==> config.mk <==
export PLATFORM = sky130hd
export DESIGN_NAME = alu_operand_stage
export DESIGN_NICKNAME = d
export VERILOG_FILES = /design/src/rtl/alu_pkg.sv /design/src/rtl/alu_operand_stage_fwd_mux.sv /design/src/rtl/alu_operand_stage.sv
export SDC_FILE = /design/constraint.sdc
export NUM_CORES = 1
export LEC_CHECK = 0
export BUFFER_PORTS_ARGS = -buffer_cell sky130_fd_sc_hd__buf_2
export CORE_ASPECT_RATIO = 0.6
export CORE_MARGIN = 5
export CORE_UTILIZATION = 37
export DETAILED_ROUTE_END_ITERATION = 8
export MAX_ROUTING_LAYER = met4
export PLACE_DENSITY = 0.8
export RECOVER_POWER = 100
export SYNTH_ARGS = -nofsm -noshare
export SYNTH_HDL_FRONTEND = slang
export SYNTH_SLANG_ARGS = --single-unit
==> constraint.sdc <==
create_clock -name clk -period 1.7 [get_ports clk]
set_input_delay 0.255 -clock clk [delete_from_list [all_inputs] [get_ports clk]]
set_output_delay 0.255 -clock clk [all_outputs]
set_load 0.005 [all_outputs]
==> src/rtl/alu_pkg.sv <==
// Shared constants, select encodings and state type for the ALU operand stage.
// Forwarding is enabled by defining ALU_OPERAND_FWD_EN.
package alu_pkg;

    localparam int XLEN    = 32;
    localparam int RADDR_W = 5;
    localparam int SEL_W   = 3;
    localparam int SHAMT_W = 5;

    localparam logic [SEL_W-1:0] ALU_ADD  = 3'd0;
    localparam logic [SEL_W-1:0] ALU_AND  = 3'd1;
    localparam logic [SEL_W-1:0] ALU_XOR  = 3'd2;
    localparam logic [SEL_W-1:0] ALU_SLL  = 3'd3;
    localparam logic [SEL_W-1:0] ALU_SRA  = 3'd4;
    localparam logic [SEL_W-1:0] ALU_SUB  = 3'd5;
    localparam logic [SEL_W-1:0] ALU_JALR = 3'd6;
    localparam logic [SEL_W-1:0] ALU_ZERO = 3'd7;

    localparam logic [RADDR_W-1:0] REG_ZERO = '0;

    typedef enum logic {
        ST_EMPTY = 1'b0,
        ST_FULL  = 1'b1
    } vstate_e;

    function automatic logic is_shift(input logic [SEL_W-1:0] s);
        return (s == ALU_SLL) || (s == ALU_SRA);
    endfunction

endpackage

==> src/rtl/alu_operand_stage_fwd_mux.sv <==
// Single source-register forwarding selector: EX/MEM beats MEM/WB,
// and register x0 always reads the register file.
module fwd_mux
    import alu_pkg::*;
#(
    parameter int W  = XLEN,
    parameter int AW = RADDR_W
) (
    input  logic [AW-1:0] i_src,
    input  logic [W-1:0]  i_rf_data,
    input  logic          i_exm_we,
    input  logic [AW-1:0] i_exm_rd,
    input  logic [W-1:0]  i_exm_data,
    input  logic          i_wb_we,
    input  logic [AW-1:0] i_wb_rd,
    input  logic [W-1:0]  i_wb_data,
    output logic [W-1:0]  o_data
);

    logic w_nz;
    logic w_exm_hit;
    logic w_wb_hit;

    assign w_nz      = (i_src != '0);
    assign w_exm_hit = w_nz && i_exm_we && (i_exm_rd == i_src);
    assign w_wb_hit  = w_nz && i_wb_we && (i_wb_rd == i_src);

    always_comb begin
        o_data = i_rf_data;
        if (w_exm_hit) begin
            o_data = i_exm_data;
        end else if (w_wb_hit) begin
            o_data = i_wb_data;
        end
    end

endmodule

==> src/rtl/alu_operand_stage.sv <==
// ID/EX operand stage feeding the ALU: forwarding, operand-B select, shift masking.
// Define ALU_OPERAND_FWD_EN to build the EX/MEM and MEM/WB forwarding muxes.
module alu_operand_stage
    import alu_pkg::*;
#(
    parameter int XLEN    = alu_pkg::XLEN,
    parameter int RADDR_W = alu_pkg::RADDR_W,
    parameter int SEL_W   = alu_pkg::SEL_W
) (
    input  logic               clk,
    input  logic               rst,
    input  logic               in_valid,
    output logic               in_ready,
    input  logic [XLEN-1:0]    in_rs1_data,
    input  logic [XLEN-1:0]    in_rs2_data,
    input  logic [RADDR_W-1:0] in_rs1_addr,
    input  logic [RADDR_W-1:0] in_rs2_addr,
    input  logic [XLEN-1:0]    in_imm,
    input  logic               in_use_imm,
    input  logic [SEL_W-1:0]   in_sel,
    input  logic [RADDR_W-1:0] in_rd_addr,
    input  logic               in_reg_write,
    input  logic               flush,
    input  logic               exm_reg_write,
    input  logic [RADDR_W-1:0] exm_rd_addr,
    input  logic [XLEN-1:0]    exm_result,
    input  logic               wb_reg_write,
    input  logic [RADDR_W-1:0] wb_rd_addr,
    input  logic [XLEN-1:0]    wb_result,
    output logic               out_valid,
    input  logic               out_ready,
    output logic [XLEN-1:0]    rs1,
    output logic [XLEN-1:0]    rs2,
    output logic [SEL_W-1:0]   sel,
    output logic [RADDR_W-1:0] rd_addr,
    output logic               reg_write
);

    vstate_e            r_state;
    logic [XLEN-1:0]    r_rs1;
    logic [XLEN-1:0]    r_rs2;
    logic [SEL_W-1:0]   r_sel;
    logic [RADDR_W-1:0] r_rd_addr;
    logic               r_reg_write;

    logic [XLEN-1:0] w_a;
    logic [XLEN-1:0] w_rs2_fwd;
    logic [XLEN-1:0] w_b;
    logic [XLEN-1:0] w_b_final;
    logic            w_cap;

`ifdef ALU_OPERAND_FWD_EN
    fwd_mux #(.W(XLEN), .AW(RADDR_W)) u_fwd_rs1 (
        .i_src      (in_rs1_addr),
        .i_rf_data  (in_rs1_data),
        .i_exm_we   (exm_reg_write),
        .i_exm_rd   (exm_rd_addr),
        .i_exm_data (exm_result),
        .i_wb_we    (wb_reg_write),
        .i_wb_rd    (wb_rd_addr),
        .i_wb_data  (wb_result),
        .o_data     (w_a)
    );

    fwd_mux #(.W(XLEN), .AW(RADDR_W)) u_fwd_rs2 (
        .i_src      (in_rs2_addr),
        .i_rf_data  (in_rs2_data),
        .i_exm_we   (exm_reg_write),
        .i_exm_rd   (exm_rd_addr),
        .i_exm_data (exm_result),
        .i_wb_we    (wb_reg_write),
        .i_wb_rd    (wb_rd_addr),
        .i_wb_data  (wb_result),
        .o_data     (w_rs2_fwd)
    );
`else
    // Hazard unit stalls instead; bypass inputs are intentionally dead here.
    logic w_unused;
    assign w_unused  = ^{exm_reg_write, exm_rd_addr, exm_result,
                         wb_reg_write, wb_rd_addr, wb_result,
                         in_rs1_addr, in_rs2_addr};
    assign w_a       = in_rs1_data;
    assign w_rs2_fwd = in_rs2_data;
`endif

    assign w_b = in_use_imm ? in_imm : w_rs2_fwd;

    always_comb begin
        w_b_final = w_b;
        if (is_shift(in_sel)) begin
            w_b_final = {{(XLEN-SHAMT_W){1'b0}}, w_b[SHAMT_W-1:0]};
        end
    end

    assign out_valid = (r_state == ST_FULL);
    assign in_ready  = !out_valid || out_ready;
    assign w_cap     = in_valid && in_ready;

    always_ff @(posedge clk) begin
        if (rst) begin
            r_state     <= ST_EMPTY;
            r_rs1       <= '0;
            r_rs2       <= '0;
            r_sel       <= '0;
            r_rd_addr   <= '0;
            r_reg_write <= 1'b0;
        end else if (flush) begin
            r_state     <= ST_EMPTY;
            r_reg_write <= 1'b0;
        end else if (w_cap) begin
            r_state     <= ST_FULL;
            r_rs1       <= w_a;
            r_rs2       <= w_b_final;
            r_sel       <= in_sel;
            r_rd_addr   <= in_rd_addr;
            r_reg_write <= in_reg_write;
        end else if (out_valid && out_ready) begin
            r_state <= ST_EMPTY;
        end
    end

    assign rs1       = r_rs1;
    assign rs2       = r_rs2;
    assign sel       = r_sel;
    assign rd_addr   = r_rd_addr;
    assign reg_write = r_reg_write;

endmodule
Word-level counts from Yosys, hierarchy flattened --
Index checks and enable logic that the tools add are counted.
Storage, ports and cells: flip-flop bits (word level) 74, latch bits 0, memory bits (writable) 0, ROM bits 0, input port bits 197, output and inout port bits 75, memories kept 0
Cells by class: add/sub/neg operators 0, multiply operators 0, divide/modulo/power cells 0, order comparisons 0, equal/unequal tests 2, shift operators 0, multiplexer cells 4, bitwise logic cells 1, reductions and logical operators 8
Operators with widths (number):
- two-way mux 32 bit | 2
- == test 3 x 2 -> 1 bit (second input constant) | 1
- == test 3 bit (second input constant) | 1
- logical AND 1 bit | 2
- logical OR 1 bit | 2
- two-way mux 1 bit | 2
- AND reduction 2 bit | 1
- nonzero test 2 bit | 1
- OR reduction 2 bit | 1
- logical NOT 1 bit | 1
- NOT 1 bit | 1

Depth between registers and ports, before layout --
Gate-level depths: netlist of run 1.
word-level depth 4, depth in mapped cells 7, mapped depth without buffers 5

Least setup slack after synthesis of run 1 --
No wires, ideal clock.
kind reg2reg, from register r_state, in the netlist out_valid, to register r_rs1[0], in the netlist rs1[0], library setup time 70 ps, arrival time 1188 ps, data required time 1630 ps, path slack 442 ps, cell stages (with the launch flop) 8, path buffers 2, clock period less this slack 1258 ps, cell sequence dfxtp_1 -> nor2b_2 -> inv_1 -> nand3b_2 -> buf_4 -> buf_2 -> nand2_1 -> a21oi_1
Between the ends: word-level cells in the longest chain between the ends 4
RTL lines:
- from (decl) | line alu_operand_stage.sv:39 | vstate_e r_state;
- from (signal assigned) | line alu_operand_stage.sv:101 | r_state <= ST_EMPTY;
- from (signal assigned) | line alu_operand_stage.sv:108 | r_state <= ST_EMPTY;
- from (signal assigned) | line alu_operand_stage.sv:111 | r_state <= ST_FULL;
- logical NOT 1 bit | line alu_operand_stage.sv:96 | assign in_ready = !out_valid || out_ready;
- logical OR 1 bit | line alu_operand_stage.sv:96
- via in_ready | line alu_operand_stage.sv:13 | output logic in_ready,
- logical AND 1 bit | line alu_operand_stage.sv:97 | assign w_cap = in_valid && in_ready;
- AND reduction 2 bit (no source line)
- to (signal assigned) | line alu_operand_stage.sv:112 | r_rs1 <= w_a;
- to (decl) | line alu_operand_stage.sv:40 | logic [XLEN-1:0] r_rs1;
The timed path passes the listed nets, and every way through them passes these cells. A chain may end at the register's enable or synchronous reset.

Worst setup path after layout of run 1 --
from register r_state, in the netlist out_valid, to register r_rs2[3], in the netlist rs2[3]
Between the ends: word-level cells in the longest chain between the ends 4
RTL lines:
- logical NOT 1 bit | line alu_operand_stage.sv:96
- logical OR 1 bit | line alu_operand_stage.sv:96
- logical AND 1 bit | line alu_operand_stage.sv:97
- AND reduction 2 bit (no source line)
- to (signal assigned) | line alu_operand_stage.sv:113 | r_rs2 <= w_b_final;
- to (decl) | line alu_operand_stage.sv:41 | logic [XLEN-1:0] r_rs2;
No other way between the ends.

==> impl_metrics.ini, run 1 <==
[final_layout]
area.sequential_um2 = 1480
multi_input_area_um2 = 1360
fin_nets = 729
drive_above_1_share = 0.343
diodes = 0
final_cell_mix = 131 x buf_2, 108 x nand2_1, 74 x dfxtp_1
layout_commonest_cell = buf_2
finalCoreUtilization = 0.547
nFillCells = 777
stdcell_area_um2 = 4310
areaGrowthSynthToFinish_pct = 43.5

[timing]
maxSlewViolCount = 0
fin_tns_setup_ns = 0
max_freq_mhz = 674
period_share = 0.872
timing.final.hold_violations = 0
rsz0062_at_grt = no
tightest_slew_ns = 0.391
finClkSkew_ns = 0.00694
setup_violations = 0
slew-limit-headroom = 0.738
setup_ws_ns = 0.217
min_period_ns = 1.48

[worst_setup_path]
rr_worst_depth = 5
crit_required_ns = 1.92
cp.arrival_ns = 1.70
critPathKind = register to register
worst-r2r-setup-slack_ns = 0.22
critPathMaxFanout = 39
reg2reg_to = rs2[3]$_SDFFE_PP0P_
rr_startpoint = out_valid$_SDFFE_PP0P_
critPathCaptureType = register
worst_setup_path_start_kind = register

[place]
placed_cell_area_um2 = 4030
io_buffers = 185
pre_cts_slack_ns = 0.242
routabilityCongestion = 0.921
dp_hpwl_um = 6760

[yosys]
ys_warn_count = 0
synthMuxAreaShare = 0.121
async_flop_share = 0
synth_seq_cells = 74
synth_top_family_by_area = simple AND/OR/NAND/NOR gates
synth_edf_count = 0
synthXorXnorAreaFrac = 0
synth_nets = 555
syn_area_per_cell_um2 = 8.39
synth_seq_area_share = 0.493
synth_compound_area_frac = 0.127
netlist_area_um2 = 3000
synth_simple_gate_area_frac = 0.206
ys_types = 19
yosys.area_share.adder = 0
synth_cells = 358
ys.flop_type = dfxtp_1

[die]
row_count = 25
initial_core_util = 0.381
dieArea_um2 = 10100
core_area_um2 = 7880
dieWidth_um = 126
dieHeight_um = 79.8
io_pins = 272

[power_and_ir_drop]
p_leak_nw = 1.83
vdd_drop_max_mv = 0.475
cellPowerDensity_nw_per_um2 = 1060

[worst_hold_path]
min_path_cells = 3
hold_start = in_rs1_data[0]
whs_endpoint = rs1[0]$_SDFFE_PP0P_
hold_class = input port to register

[clocking]
cts.sinks = 74
cts_buffers = 9
clkLatencyLatePin_ns = 0.32
clock_path_buffers = 2
clk_pin_slew_ns = 0.06
cts-root-buf = clkbuf_16
cts_resized = 0
post_cts_buffers = 0
hold_buffers = 0
htreeDepth = 3
cts_tree = built

[run]
drv_cap = 0

[drt]
dr.pass1.iters = 4
wl_um = 8920
antenna_left = 0
drt-wirelength-per-cell_um = 13.8
drc = 0
via_per_inst = 4.78
vias = 3085
drt_iter0_markers = 105

[grt]
gr-usage-met2 = 0.306
grt_max_degree = 75
met1_usage = 0.206
grt_use_total = 0.179
grt_first_pass_wirelength_um = 14300
antenna_found_initial = 0
busiest_layer = met2
grt_pass1_vias = 3102
gr-usage-met3 = 0.0595
overflow = 0

[run_status]
outcome = finished, final reports clean
[report_power, final]
group          internal [W]  switching (W)  leakage [nW]
registers           0.00182      0.0000409         0.605
logic              0.000266       0.000274          1.06
clock network       0.00151       0.000658         0.169
[cell type report]
| cell class | instances | area share |
|---|---|---|
| clock inverters | 4 | 0.0226 |
| multi-input cells | 254 | 0.316 |
| repair buffers | 192 | 0.226 |
| clock buffers | 12 | 0.0595 |
| well taps | 108 | 0.0313 |
| inverters | 1 | 0.000871 |
| flip-flops and latches | 74 | 0.344 |
[sequential cells by signal, indices dropped and copies added, names as in the netlist]
| signal | count |
|---|---|
| out_valid | 1 |
| reg_write | 1 |
| rd_addr | 5 |
| sel | 3 |
| rs1 | 32 |
| rs2 | 32 |
[cells in the mapped netlist, types with 2 or more instances]
cell	n	area [um2]
nand2_1	108	405
dfxtp_1	74	1480
a21oi_1	67	335
mux2_2	27	304
nand3_1	27	135
clkbuf_1	12	45.0
buf_2	10	50.1
nor2_1	7	26.3
mux2i_1	6	60.1
a211oi_1	5	37.5
buf_4	5	37.5
buf_6	2	22.5
nor3_1	2	10.0
[routing by layer]
layer	wire [um]	part of all wire	vias to the layer above
met2	4290	0.48	120
li1	-	-	1550
met5	0	0	-
met4	63	0.0071	0
met1	3850	0.43	1408
met3	712	0.080	7
[worst max-delay path by stage]
stage | start | end | slack, ns | cells past startpoint
after detailed placement | out_ready | rs1[26]$_SDFFE_PP0P_ | 0.24 | 7
after global routing | out_valid$_SDFFE_PP0P_ | rs1[11]$_SDFFE_PP0P_ | 0.08 | 6
after floorplan | out_valid$_SDFFE_PP0P_ | rs1[0]$_SDFFE_PP0P_ | 0.44 | 7
after CTS | out_valid$_SDFFE_PP0P_ | rs1[26]$_SDFFE_PP0P_ | 0.23 | 6
final | out_valid$_SDFFE_PP0P_ | rs2[3]$_SDFFE_PP0P_ | 0.22 | 5
after global placement | out_ready | rs1[3]$_SDFFE_PP0P_ | 0.33 | 7
[worst max-delay path, cell delays in order, from the launching register on]
cell and delay (ns):
dfxtp_1 0.31, nor2b_2 0.17, nor3b_2 0.36, buf_12 0.25, nor2_1 0.06, a211oi_1 0.23
[per-stage QoR]
step	hold WS [ns]	total power (W)	instances
after global placement	0.438	0.00243	629
after floorplan	0.334	0.00218	358
after CTS	0.160	0.00465	645
after global routing	0.162	0.00477	645
final	0.172	0.00457	645
after detailed placement	0.443	0.00245	629
[cell families after synthesis]
kind of cell | after synthesis
buffers and inverters | 30
AND/OR/NAND/NOR | 148
multiplexers | 33
flip-flops | 74
AO/OA/AOI/OAI | 73
Note: power is estimated with default switching activity, not from simulation.
==> inputs of run 2 (changes only) <==
--- a/config.mk
+++ b/config.mk
@@ -8,10 +8,11 @@
 export BUFFER_PORTS_ARGS = -buffer_cell sky130_fd_sc_hd__buf_2
 export CORE_ASPECT_RATIO = 0.6
 export CORE_MARGIN = 5
-export CORE_UTILIZATION = 37
+export CORE_UTILIZATION = 38
+export CTS_BUF_LIST = sky130_fd_sc_hd__clkbuf_4 sky130_fd_sc_hd__clkbuf_8
 export DETAILED_ROUTE_END_ITERATION = 8
 export MAX_ROUTING_LAYER = met4
-export PLACE_DENSITY = 0.8
+export PLACE_DENSITY = 0.82
 export RECOVER_POWER = 100
 export SYNTH_ARGS = -nofsm -noshare
 export SYNTH_HDL_FRONTEND = slang
==> run 2 against run 1 <==
Net effect: global-route usage rose by 0.49 points; combinational power barely moved; critical path depth did not move; fmax rose by 3.9%; cell count fell by 0.16%; clock-buffer cell count did not move; power fell by 18%; cell area fell by 3.6%; first-iteration DRC count rose by 5.7%; highest routed layer unchanged.
==> impl_metrics.ini, run 2 (synthesis gave the netlist of run 1 again) <==
[place]
numPlacedInstances = 629
placed_cell_area_um2 = 4040
dp_hpwl_um = 6590
io_buffers = 185
pre_cts_slack_ns = 0.286
routabilityCongestion = 0.799

[timing]
period_share = 0.839
fin_tns_setup_ns = 0
maxSlewViolCount = 0
setup_violations = 0
rsz0062_at_grt = no
timing.final.hold_violations = 0
setup_ws_ns = 0.273
tightest_slew_ns = 0.375
finClkSkew_ns = 0.00654
max_freq_mhz = 701
min_period_ns = 1.43
slew-limit-headroom = 0.749

[die]
dieHeight_um = 78.9
core_area_um2 = 7790
io_pins = 272
dieWidth_um = 125
row_count = 25
initial_core_util = 0.386
dieArea_um2 = 9840

[grt]
grt_first_pass_wirelength_um = 14400
grt_max_degree = 75
grt_use_total = 0.184
overflow = 0
antenna_found_initial = 0
grt_pass1_vias = 2987

[power_and_ir_drop]
power_w = 0.00374
p_leak_nw = 1.75
vdd_drop_max_mv = 0.403
cellPowerDensity_nw_per_um2 = 900

[worst_setup_path]
critPathCaptureType = register
crit_required_ns = 1.95
critPathMaxFanout = 41
worst_setup_path_start_kind = register
worst-r2r-setup-slack_ns = 0.27
crit_end = rs2[0]$_SDFFE_PP0P_
reg2reg_to = rs2[0]$_SDFFE_PP0P_
cp.arrival_ns = 1.68
crit_start = out_valid$_SDFFE_PP0P_
rr_startpoint = out_valid$_SDFFE_PP0P_
critPathKind = register to register
rr_worst_depth = 5

[drt]
drt-wirelength-per-cell_um = 13.8
dr.pass1.iters = 4
vias = 3063
drt_iter0_markers = 111
drc = 0
via_per_inst = 4.76
antenna_left = 0
wl_um = 8870

[final_layout]
diodes = 0
area.sequential_um2 = 1480
layout_commonest_cell = buf_2
final_cell_mix = 126 x buf_2, 108 x nand2_1, 74 x dfxtp_1
areaGrowthSynthToFinish_pct = 38.4
multi_input_area_um2 = 1360
nFillCells = 793
drive_above_1_share = 0.334
instances_no_fill = 644
stdcell_area_um2 = 4160
fin_nets = 729

[clocking]
htreeDepth = 3
post_cts_buffers = 0
cts-root-buf = clkbuf_8
clkLatencyLatePin_ns = 0.34
cts_tree = built
cts.sinks = 74
cts_resized = 0
clk_pin_slew_ns = 0.07
clock_path_buffers = 2
cts_buffers = 9
hold_buffers = 0

[run]
drv_cap = 0

[run_status]
outcome = finished, final reports clean

[worst_hold_path]
hold_class = input port to register
## run 2: cell type report
type | count | area share
flip-flops and latches | 74 | 0.356
multi-input cells | 254 | 0.328
repair buffers | 192 | 0.236
clock buffers | 12 | 0.0367
well taps | 108 | 0.0325
clock inverters | 3 | 0.00963
inverters | 1 | 0.000903
## run 2: worst min-delay path by stage
| stage | startpoint | to | slack [ns] | cells past startpoint |
|---|---|---|---|---|
| 2_1_floorplan | flush | out_valid$_SDFFE_PP0P_ | 0.33 | 1 |
| 3_3_place_gp | rs1[24]$_SDFFE_PP0P_ | rs1[24]$_SDFFE_PP0P_ | 0.44 | 2 |
| 3_5_place_dp | rs2[13]$_SDFFE_PP0P_ | rs2[13]$_SDFFE_PP0P_ | 0.44 | 2 |
| 4_1_cts | in_rd_addr[1] | rd_addr[1]$_SDFFE_PP0P_ | 0.12 | 3 |
| 5_1_grt | in_rs1_data[20] | rs1[20]$_SDFFE_PP0P_ | 0.13 | 3 |
| 6_report | in_rd_addr[1] | rd_addr[1]$_SDFFE_PP0P_ | 0.15 | 3 |
## run 2: layer usage
metal | share of wire | wire length (um) | vias to the layer above | track usage
met3 | 0.079 | 699 | 20 | 0.0638
met1 | 0.44 | 3880 | 1385 | 0.220
met2 | 0.47 | 4170 | 109 | 0.295
met4 | 0.014 | 121 | 0 | 0.0591
li1 | - | - | 1549 | -
met5 | 0 | 0 | - | -
## run 2: where the power goes
part / switching (W) / internal [W] / total (W)
sequential: 0.0000399 / 0.00182 / 0.00186
combinational: 0.000271 / 0.000267 / 0.000539
clock: 0.000607 / 0.000739 / 0.00135
total: 0.000918 / 0.00282 / 0.00374
## run 2: metrics by stage
| stage | utilization | hold slack, ns |
|---|---|---|
| after floorplan | - | 0.334 |
| after global placement | 0.519 | 0.438 |
| after detailed placement | 0.519 | 0.444 |
| after CTS | 0.544 | 0.124 |
| after global routing | 0.534 | 0.128 |
| final | 0.534 | 0.146 |
## run 2: worst max-delay path, cell delays in order (launching register included)
cell,delay [ns]
dfxtp_1,0.31
nor2b_2,0.16
nor3b_2,0.35
buf_12,0.25
nor2_1,0.06
a211oi_1,0.20
